File: config.mk
export PLATFORM = sky130hd
export DESIGN_NAME = pwm_peripheral
export DESIGN_NICKNAME = d
export VERILOG_FILES = /design/src/rtl/pwm_peripheral.sv
export SDC_FILE = /design/constraint.sdc
export NUM_CORES = 1
export LEC_CHECK = 0
export ABC_AREA = 1
export CAP_MARGIN = 0
export CORE_ASPECT_RATIO = 2
export CORE_UTILIZATION = 53
export CTS_CLUSTER_DIAMETER = 100
export DETAILED_ROUTE_END_ITERATION = 10
export PLACE_DENSITY = 0.85
export SYNTH_ARGS = -nofsm -noshare
export SYNTH_HDL_FRONTEND = slang
export SYNTH_SLANG_ARGS = --single-unit
File: constraint.sdc
create_clock -name clk -period 4.7 [get_ports clk]
set_input_delay 0.94 -clock clk [delete_from_list [all_inputs] [get_ports clk]]
set_output_delay 0.94 -clock clk [all_outputs]
set_load 0.02 [all_outputs]
File: src/rtl/pwm_peripheral.sv
// Shared 8-bit PWM generator driving 16 pins, each forced low, forced high, or following the waveform.
// The duty cycle is captured into a shadow register only at the period wrap, so the waveform never glitches mid-period.
module pwm_peripheral #(
  parameter int CLK_DIV = 3000,
  parameter int CNT_W   = 16
) (
  input  logic        clk,
  input  logic        rst,
  input  logic [15:0] en_reg_out,
  input  logic [15:0] en_reg_pwm,
  input  logic [7:0]  pwm_duty_cycle,
  output logic [15:0] pwm_out,
  output logic        period_start
);

  localparam logic [CNT_W-1:0] LP_DIV_MAX = CNT_W'(CLK_DIV - 1);

  logic [CNT_W-1:0] r_prescaler;
  logic [7:0]       r_count;
  logic [7:0]       r_duty_shadow;
  logic [15:0]      r_pwm_out;
  logic             r_period_start;

  logic             w_tick;
  logic             w_wrap;
  logic             w_pwm_raw;
  logic [15:0]      w_pwm_next;

  assign w_tick = (r_prescaler == LP_DIV_MAX);
  assign w_wrap = w_tick && (r_count == 8'hFF);

  // 0xFF is special-cased so full scale is a true 100% with no low clock at the wrap.
  assign w_pwm_raw  = (r_duty_shadow == 8'hFF) || (r_count < r_duty_shadow);
  assign w_pwm_next = en_reg_out & (~en_reg_pwm | {16{w_pwm_raw}});

  always_ff @(posedge clk or posedge rst) begin
    if (rst) begin
      r_prescaler    <= '0;
      r_count        <= 8'h00;
      r_duty_shadow  <= 8'h00;
      r_pwm_out      <= 16'h0000;
      r_period_start <= 1'b0;
    end else begin
      r_prescaler    <= w_tick ? '0 : r_prescaler + CNT_W'(1);
      if (w_tick) begin
        r_count <= r_count + 8'd1;
      end
      if (w_wrap) begin
        r_duty_shadow <= pwm_duty_cycle;
      end
      r_period_start <= w_wrap;
      r_pwm_out      <= w_pwm_next;
    end
  end

  assign pwm_out      = r_pwm_out;
  assign period_start = r_period_start;

endmodule

==> metrics.txt <==
status completed; initial antenna violation count 0; area grow syn2layout 30.32%; Power Total 0.8194 mW; Worst Setup End Kind primary output; Clock Tree Root clkbuf_8; die height 98.42 microns; Skew-Pair Late Insertion Delay 310 ps; WP depth 1; R2R setup slack 2790 ps; Critical Path RT 3760 ps; RSZ-0062 raised after global routing false; Ports 59; clock sink count 49; Syn Nets 344; FP Rows 34; slew margin rel. 0.3456; Post-DRT Antenna Nets 0; TNS Setup 0 ps; final setup vio count 0; total grt overflow 0; Critical Path End pwm_out[12]; commonest non-fill, non-tap cells in the layout nand2_1, clkdlybuf4s50_1, inv_1, dfrtp_1, nand3_1; first-pass GRT wire length 9246 microns; Post-CTS Hold Buffers 0; Least-Margin Pin Slew 980.2 ps; terminus of the critical flop-to-flop path pwm_out[2]; Avg Inst Size Synth 8.408 sq um; via count 2,071; Layout Nets 406; internal power 0.6452 mW; vias in the first global route 2,161; crit path max fanout 1; Vias/cell 5.051; largest net degree at the start of global routing 50; Crit Reg-Reg Startpoint r_count[5]; worst endpoint data arrival time 1300 ps; DRT Wirelength 5398 microns; Worst path max stage delay 630 ps; Chip Width 50.21 microns; CTS clk-pin slew, worst paths 90 ps; Post-Layout Inst Area 3211 sq um; Power Density 255.2 nW/um^2; commonest non-fill, non-tap cell in the layout nand2_1; crit-path cells clkdlybuf4s50_1; Slowest cell on crit path clkdlybuf4s50_1; WS Path Type register to primary output; die area 4942 sq um; clk_skew 5.961 ps; class of the worst hold path register to register; post-place setup slack 2501 ps; Synth cell types 24; Peak VDD IR 0.0002526 V; Initial Utilization 0.5623; antenna cells 0; placed inst area 3090 sq um; post-CTS setup buffer count 0; Iter 0 DRT Violations 45; layout cells sized above 1 0.08146; hpwl dp 4022 microns; Core Footprint 4382 sq um; sequential fraction of the synthesis area 0.4977; # resized after CTS 0; Tcrit/Tclk final 0.4764; worst setup margin 2461 ps; Slew Viols, Final 0; Final GP Congestion 0.8509; synthesized flop and latch total 49; gr usage total 0.2496; Buf/Inv on CP 1; cell family with most CP delay buffers and inverters; fillers 310; CTS tree yes; min cycle time layout 2239 ps; I/O Buffers 58; Peak Freq 446.6 MHz; Yosys Warn Count 0; DRT Pass-1 Iters 4; Combinational Power Share 0.090; final hold violations 0; Mapped Area 2464 sq um; FF-to-FF path depth 8; Avg WL per Cell 13.17 microns; CP Launch Type register; H-tree levels 2; Leakage 1.702 nW; min-delay src r_prescaler[0]; Post-route DRC 0; cts bufs inserted 5; clock network power share 0.385; switching power 0.1742 mW; Worst Setup SP pwm_out[12]; Switching Share 0.2126; synthesized instance count 293; clk buf depth 2; sequential share of power 0.525; max cap viols 0
flip-flops by register name (all words and copies together), names as in the netlist:
name / cells
pwm_out: 16
period_start: 1
r_duty_shadow: 8
r_count: 8
r_prescaler: 16
through the flow:
stage | util | hold slack (ps) | instances
after floorplan | - | 432.6 | 293
after global placement | 0.7053 | 446.6 | 402
after detailed placement | 0.7053 | 467.2 | 402
after CTS | 0.7327 | 477.7 | 410
after global routing | 0.7327 | 506.1 | 410
final | 0.7327 | 473.0 | 410
power groups by stage:
stage | Combinational [mW] | Clock, mW | Sequential (mW)
after floorplan | 0.0132 | 0 | 0.448
after global placement | 0.0733 | 0 | 0.438
after detailed placement | 0.0746 | 0 | 0.438
after CTS | 0.0751 | 0.320 | 0.430
after global routing | 0.0798 | 0.342 | 0.431
final | 0.0739 | 0.315 | 0.430
kinds of logic (layout without fill, tap and decap cells):
kind of cell | count (synthesis) | in the layout | share of synthesized area
simple gates | 145 | 145 | 0.2687
buf+inv | 61 | 124 | 0.09700
fa+ha+maj | 9 | 9 | 0.04571
flops | 49 | 49 | 0.4977
xor+xnor | 13 | 13 | 0.04622
compound gates | 16 | 16 | 0.04469
worst min path at each step:
stage	end	slack, ps	cells after the start
after floorplan	r_prescaler[0]	430	1
after global placement	r_prescaler[0]	450	1
after detailed placement	r_prescaler[0]	470	1
after CTS	r_prescaler[0]	480	1
after global routing	r_prescaler[0]	510	1
final	r_prescaler[0]	470	1
per-layer routing:
| metal | vias to the layer above | GRT usage | part of all wire |
|---|---|---|---|
| met4 | 0 | 0.1253 | 0.031 |
| met3 | 14 | 0.04630 | 0.041 |
| met5 | - | 0 | 0 |
| li1 | 1027 | - | - |
| met2 | 58 | 0.4585 | 0.58 |
| met1 | 972 | 0.2570 | 0.35 |
synthesized netlist by cell type (all sizes together):
cell / instances / area share
nand3b: 1 / 0.0030
nor3: 12 / 0.026
nand2: 74 / 0.12
dfrtp: 49 / 0.50
inv: 58 / 0.088
nand3: 28 / 0.059
nor3b: 1 / 0.0030
xnor2: 2 / 0.0071
nor2: 21 / 0.034
o21ai: 11 / 0.035
ha: 9 / 0.046
nor4: 2 / 0.011
xor2: 11 / 0.039
a21oi: 5 / 0.010
nand4: 6 / 0.015
buf: 3 / 0.0086
cell type report:
| class | instances | area (sq um) | share of cell area |
|---|---|---|---|
| flip-flops and latches | 49 | 1226 | 0.3819 |
| multi-input cells | 183 | 998.5 | 0.3110 |
| repair buffers | 58 | 580.6 | 0.1808 |
| inverters | 58 | 217.7 | 0.06781 |
| clock buffers | 6 | 82.58 | 0.02572 |
| well taps | 54 | 67.56 | 0.02104 |
| clock inverters | 2 | 37.54 | 0.01169 |
Note: power is estimated with default switching activity, not from simulation.
